$ cat src/rtl/riscv_pkg.sv
// riscv_pkg: shared definitions for the instruction-fetch stage.
//   - PCSRC_*     : next-PC select encodings driven by the core
//   - NOP_INSTR   : canonical RISC-V NOP (addi x0, x0, 0)
//   - fetch_state_t : fetch FSM state encoding
package riscv_pkg;

    localparam logic [1:0] PCSRC_PLUS4  = 2'b00;
    localparam logic [1:0] PCSRC_BRANCH = 2'b01;
    localparam logic [1:0] PCSRC_JALR   = 2'b10;

    localparam logic [31:0] NOP_INSTR = 32'h0000_0013;

    typedef enum logic [1:0] {
        FETCH_IDLE,
        FETCH_REQ,
        FETCH_HOLD,
        FETCH_TRAP
    } fetch_state_t;

endpackage

$ cat src/rtl/pc_next_mux.sv
// pc_next_mux: combinational next-PC computation.
// Ports:
//   pc        in  32  current PC
//   extimm    in  32  sign-extended immediate (used unmodified)
//   aluresult in  32  JALR target
//   pcsrc     in   2  next-PC select (11 behaves as PC+4)
//   pcplus4   out 32  pc + 4
//   pctarget  out 32  pc + extimm
//   next_pc   out 32  selected next PC
//   misaligned out 1  next_pc is not word aligned
module pc_next_mux
    import riscv_pkg::*;
(
    input  logic [31:0] pc,
    input  logic [31:0] extimm,
    input  logic [31:0] aluresult,
    input  logic [1:0]  pcsrc,
    output logic [31:0] pcplus4,
    output logic [31:0] pctarget,
    output logic [31:0] next_pc,
    output logic        misaligned
);

    assign pcplus4  = pc + 32'd4;
    assign pctarget = pc + extimm;

    always_comb begin
        next_pc = pcplus4;
        case (pcsrc)
            PCSRC_BRANCH: next_pc = pctarget;
            // JALR clears bit0 of the computed target, as the ISA requires
            PCSRC_JALR:   next_pc = {aluresult[31:1], 1'b0};
            default:      next_pc = pcplus4;
        endcase
    end

    assign misaligned = |next_pc[1:0];

endmodule

$ cat src/rtl/pc_fetch.sv
// pc_fetch: instruction-fetch stage. Holds the PC, requests words from
// instruction memory, latches the response and updates the PC on retire.
// Ports:
//   clk, reset            clock; synchronous active-high reset
//   imem_req/imem_addr    fetch request toward instruction memory
//   imem_rvalid/imem_rdata response from instruction memory
//   instr_valid/instr     latched instruction and its valid flag
//   imm                   instr[31:7] toward the immediate extender
//   extimm                extended immediate back from the extender
//   aluresult             JALR target
//   pcsrc                 next-PC select
//   retire, stall         instruction consumed / retirement blocked
//   pc, pcplus4, pctarget PC and derived addresses
//   misalign              sticky misaligned-target trap flag
module pc_fetch
    import riscv_pkg::*;
#(
    parameter logic [31:0] RESET_PC = 32'h0000_0000
) (
    input  logic        clk,
    input  logic        reset,
    output logic        imem_req,
    output logic [31:0] imem_addr,
    input  logic        imem_rvalid,
    input  logic [31:0] imem_rdata,
    output logic        instr_valid,
    output logic [31:0] instr,
    output logic [24:0] imm,
    input  logic [31:0] extimm,
    input  logic [31:0] aluresult,
    input  logic [1:0]  pcsrc,
    input  logic        retire,
    input  logic        stall,
    output logic [31:0] pc,
    output logic [31:0] pcplus4,
    output logic [31:0] pctarget,
    output logic        misalign
);

    fetch_state_t state;
    fetch_state_t state_next;

    logic [31:0] next_pc;
    logic        next_misaligned;
    logic        capture;
    logic        accept;

    pc_next_mux u_pc_next_mux (
        .pc         (pc),
        .extimm     (extimm),
        .aluresult  (aluresult),
        .pcsrc      (pcsrc),
        .pcplus4    (pcplus4),
        .pctarget   (pctarget),
        .next_pc    (next_pc),
        .misaligned (next_misaligned)
    );

    // rvalid and retire are only honoured in their own states
    assign capture = (state == FETCH_REQ) && imem_rvalid;
    assign accept  = (state == FETCH_HOLD) && retire && !stall;

    always_comb begin
        state_next  = state;
        imem_req    = 1'b0;
        instr_valid = 1'b0;
        case (state)
            FETCH_IDLE: state_next = FETCH_REQ;
            FETCH_REQ: begin
                imem_req = 1'b1;
                if (imem_rvalid) state_next = FETCH_HOLD;
            end
            FETCH_HOLD: begin
                instr_valid = 1'b1;
                if (accept) state_next = next_misaligned ? FETCH_TRAP : FETCH_REQ;
            end
            FETCH_TRAP: state_next = FETCH_TRAP;
            default:    state_next = FETCH_IDLE;
        endcase
    end

    always_ff @(posedge clk) begin
        if (reset) begin
            state    <= FETCH_IDLE;
            pc       <= RESET_PC;
            instr    <= NOP_INSTR;
            misalign <= 1'b0;
        end else begin
            state <= state_next;
            if (capture) instr <= imem_rdata;
            if (accept) begin
                // a misaligned target traps without disturbing pc
                if (next_misaligned) misalign <= 1'b1;
                else                 pc       <= next_pc;
            end
        end
    end

    assign imem_addr = pc;
    assign imm       = instr[31:7];

endmodule

$ cat config.mk
export PLATFORM = sky130hd
export DESIGN_NAME = pc_fetch
export DESIGN_NICKNAME = d
export VERILOG_FILES = /design/src/rtl/riscv_pkg.sv /design/src/rtl/pc_next_mux.sv /design/src/rtl/pc_fetch.sv
export SDC_FILE = /design/constraint.sdc
export NUM_CORES = 1
export LEC_CHECK = 0
export ABC_AREA = 1
export CAP_MARGIN = 10
export CORE_AREA = 2 2 127 129
export CTS_BUF_LIST = sky130_fd_sc_hd__clkbuf_4 sky130_fd_sc_hd__clkbuf_8
export CTS_CLUSTER_DIAMETER = 30
export DETAILED_ROUTE_END_ITERATION = 12
export DIE_AREA = 0 0 129 131
export PLACE_DENSITY = 0.87
export SKIP_CTS_REPAIR_TIMING = 1
export SYNTH_ARGS = -nofsm -noshare
export SYNTH_HDL_FRONTEND = slang
export SYNTH_SLANG_ARGS = --single-unit
$ cat constraint.sdc
create_clock -name clk -period 3 [get_ports clk]
set_clock_uncertainty 0.05 [all_clocks]
set_input_delay 0.45 -clock clk [delete_from_list [all_inputs] [get_ports clk]]
set_output_delay 0.45 -clock clk [all_outputs]
set_load 0.005 [all_outputs]
======== After elaboration in Yosys (flattened, before gate mapping) ========
Index checks and enable logic that the tools add are counted.
storage, ports and cells
  input port bits ......................... 103
  output and inout bits ................... 188
  register bits ........................... 67
cells by class
  equality and inequality tests ........... 7
  reduce and logical (&&, ||, !) cells .... 9
  bitwise gates (word level) .............. 1
  muxes and demuxes ....................... 7
  $add $sub $neg .......................... 2
operators by type and width
  cell                     count
  $pmux W32 S2             1
  $add A32 B3 Y32 const B  1
  $add A32 B32 Y32         1
  $pmux W2 S4              1
  $eq A2 B2 Y1 const B     3
  $mux W2                  3
  $reduce_and A2 Y1        3
  $eq A2 B1 Y1 const B     2
  $ne A2 B2 Y1 const B     2
  $logic_and A1 B1 Y1      3
  $logic_not A2 Y1         1
  $mux W1                  2
  $reduce_or A2 Y1         1
  $logic_not A1 Y1         1
  $not A1 Y1               1

======== Depth between registers and ports, before layout ========
  word-level depth ........................ 6
  mapped depth ............................ 16
  depth with buffers taken out ............ 16

======== Modules after synthesis ========
A second synthesis with hierarchy kept.
unflattened totals
  cells, all modules ...................... 1,266
  area total of the unflattened synthesis .. 7,165.6 µm²
modules (own cells, without submodules)
  module       area each (µm²)  cells each  seq. area each (µm²)  instances
  pc_next_mux  3,862.5          777         0.0                   1
  pc_fetch     3,303.2          489         1,341.3               1

======== Worst setup path after synthesis ========
OpenSTA, ideal clock, no wires.
  path kind ............................... in2out
  from .................................... input port extimm[0]
  to ...................................... output port pctarget[28]
  slack ................................... 0.702 ns
  stages .................................. 9
  buffers on the path ..................... 0
  required time ........................... 2.500 ns
  arrival time ............................ 1.798 ns
  path through ............................ ha_1 -> fa_1 -> nand3_1 -> nand3_2 -> nand3_1 -> nand3_1 -> nand2_1 -> nand3_1 -> and2_1
between the ends
  word-level cells in the longest chain between the ends .. 1
RTL lines
  what                RTL line           text
  start: declaration  pc_fetch.sv:29     input logic [31:0] extimm,
  $add A32 B32 Y32    pc_next_mux.sv:25  assign pctarget = pc + extimm;
  end: declaration    pc_fetch.sv:36     output logic [31:0] pctarget,
No other way between the ends.

======== Final worst setup path ========
  from .................................... input port extimm[24]
  to ...................................... output port pctarget[25]
The elaborated chain is that of the path after synthesis.

==> results_dict.tcl <==
set metrics [dict create \
    top_layer "met4" \
    grt_util_all_layers 0.312 \
    synth.yosys.seq_area_share 0.197 \
    slew-limit-headroom 0.406 \
    r2r_cells 14 \
    violations "setup timing" \
    setup_viol 1 \
    drive_gt1_frac 0.187 \
    routabilityCongestion 0.956 \
    r2r_slack_ps 540 \
    worst_slack_ps -47.5 \
    final_cell_mix "374 x nand2_1, 246 x clkdlybuf4s50_1, 166 x inv_1" \
    antenna_found_initial 0 \
    vdd_drop_max_uv 302 \
    drc 0 \
    power_frac_seq 0.338 \
    status "finished with violations" \
    path_max_fanout 4 \
    cts_buffers 9 \
    switching_share 0.318 \
    clkTransAtPathRegs_ps 80 \
    drv_slew 0 \
    io_buffers 289 \
    cts_tree "yes" \
    hold_ws_ps 419 \
    synth.distinct_cells 45 \
    yosysWarnings 0 \
    die_y_um 131 \
    final_common_cell "nand2_1" \
    worstReg2RegStart "imem_addr[0]$_SDFFE_PP0P_" \
    leakagePower_nw 5.64 \
    worst_pin_slew_ps 890 \
    clkLatencyLatePin_ps 360 \
    post-route-period-util 1.02 \
    ys_ff_latch 67 \
    met2_wirelength_um 13800 \
    synth_edf_count 0 \
    critPathCapture "pctarget[25]" \
    dp.final_hpwl_um 22900 \
    drtAntennaViolNets 0 \
    place_area_um2 10200 \
    wire_per_inst_um 16.8 \
    p_clk_frac 0.296 \
    core_um2 15600 \
    area_delta_synth_final_pct 65.6 \
    wl_met3_um 3440 \
    grt_pass1_vias 7899 \
    finalInstanceArea_um2 11300 \
    r2r-end "imem_addr[16]$_SDFFE_PP0P_" \
    firstDrtPassIters 7 \
    synth_nets 1335 \
    hp-class "flip-flop to flip-flop" \
    fmax_ghz 0.328 \
    required_ps 2500 \
    fin_setup_tns_ps -47.5 \
    grt_pass1_wl_um 40300 \
    fin_crit_ps 3050 \
    syn_inst 1197 \
    wl_met1_um 10900 \
    nFillCells 1250 \
    hold_viol 0 \
    nets 1655 \
    htreeDepth 3 \
    viasPerCell 5.20 \
    diodes 0 \
    end_kind "primary output" \
    critPathArrivalTime_ps 2550 \
    grt_max_degree 38 \
    power.switching_mw 0.927 \
    pwr-share-comb 0.366 \
    startpoint "extimm[24]" \
    clock-sinks 67 \
    start_util 0.437 \
    row_count 46 \
    clk_path_buf_depth 2 \
    critPathKind "input pin to primary output" \
    overflow 0 \
    synth.cell_area_um2 6820 \
    drt_iter0_markers 813 \
    drv_cap 0 \
    internal_power_mw 1.98 \
    root_buffer "clkbuf_8" \
    wl_um 29300 \
    p_per_area_nw_per_um2 258 \
    grt_setup_unrepaired "true" \
    ys_async_sr_fraction 0 \
    ys.flop_type "dfxtp_1" \
    die_x_um 129 \
    vias 9032 \
    die_area_um2 16900 \
    worstHoldStart "instr[1]$_SDFFE_PP1P_" \
    startpoint_type "input pin" \
    synth_area_per_cell_um2 5.70 \
    ios 291 \
]
worst max-delay path, cell delays in order:
cell,delay [ps]
clkdlybuf4s50_1,540
ha_4,240
nand2_2,110
inv_1,50
nand2_1,60
nand2_1,70
inv_1,60
nand2_1,60
a21oi_2,110
nand2_1,60
nand2_1,80
and2_4,160
clkdlybuf4s50_1,490
layout make-up:
type / count / area, um2 / area share
inverter: 171 / 642 / 0.0569
tap: 216 / 270 / 0.0239
sequential: 67 / 1370 / 0.121
clock inverter: 7 / 100 / 0.00887
clock buffer: 9 / 124 / 0.0110
timing repair buffer: 400 / 3870 / 0.343
multi-input combinational: 868 / 4910 / 0.435
Yosys cell counts (17+ instances only):
| cell | n | area share |
|---|---|---|
| a21oi_1 | 69 | 0.051 |
| and2_1 | 17 | 0.016 |
| buf_4 | 60 | 0.066 |
| clkbuf_1 | 20 | 0.011 |
| dfxtp_1 | 67 | 0.20 |
| ha_1 | 34 | 0.062 |
| inv_1 | 166 | 0.091 |
| nand2_1 | 405 | 0.22 |
| nand3_1 | 66 | 0.048 |
| nor2_1 | 125 | 0.069 |
| o21ai_0 | 54 | 0.040 |
| xor2_1 | 20 | 0.026 |
registers in the layout, indices dropped and copies added (netlist names):
register and cells:
instr 32, state 2, misalign 1, imem_addr 32
through the flow:
step	setup slack, ps	total power, mW	std cells	utilization
after floorplan	702	1.41	1197	-
after global placement	-354	1.96	1714	0.652
after detailed placement	-413	1.97	1714	0.652
after CTS	-416	2.84	1730	0.667
after global routing	-154	3.04	1738	0.724
final	-47.5	2.91	1738	0.724
routing by layer:
layer / up-vias / global-route usage
li1: 4276 / -
met1: 4094 / 0.385
met2: 575 / 0.536
met3: 87 / 0.0692
met4: 0 / 0.110
met5: - / 0
worst min path at each step:
| stage | end | slack, ps | cells past startpoint |
|---|---|---|---|
| 2_1_floorplan | instr[0]$_SDFFE_PP1P_ | 400 | 2 |
| 3_3_place_gp | instr[4]$_SDFFE_PP1P_ | 390 | 2 |
| 3_5_place_dp | instr[1]$_SDFFE_PP1P_ | 390 | 2 |
| 4_1_cts | instr[1]$_SDFFE_PP1P_ | 410 | 2 |
| 5_1_grt | instr[1]$_SDFFE_PP1P_ | 450 | 2 |
| 6_report | instr[1]$_SDFFE_PP1P_ | 420 | 2 |
power groups by stage:
stage          Sequential [mW]  Combinational, mW  Clock [mW]
3_5_place_dp             0.998              0.975           0
5_1_grt                  0.989               1.14       0.906
3_3_place_gp             0.998              0.959           0
2_1_floorplan            0.999              0.412           0
4_1_cts                  0.980              0.981       0.878
6_report                 0.983               1.07       0.861
logic make-up (layout without fill, tap and decap cells):
logic type	after synthesis	after routing	synth area share
buffers and inverters	262	587	0.184
AO/OA/AOI/OAI	140	140	0.108
AND/OR/NAND/NOR	663	663	0.404
flip-flops	67	67	0.197
XOR/XNOR	30	30	0.0418
adder cells (fa/ha/maj)	35	35	0.0653
No activity file was read; power rests on OpenSTA's default activity.
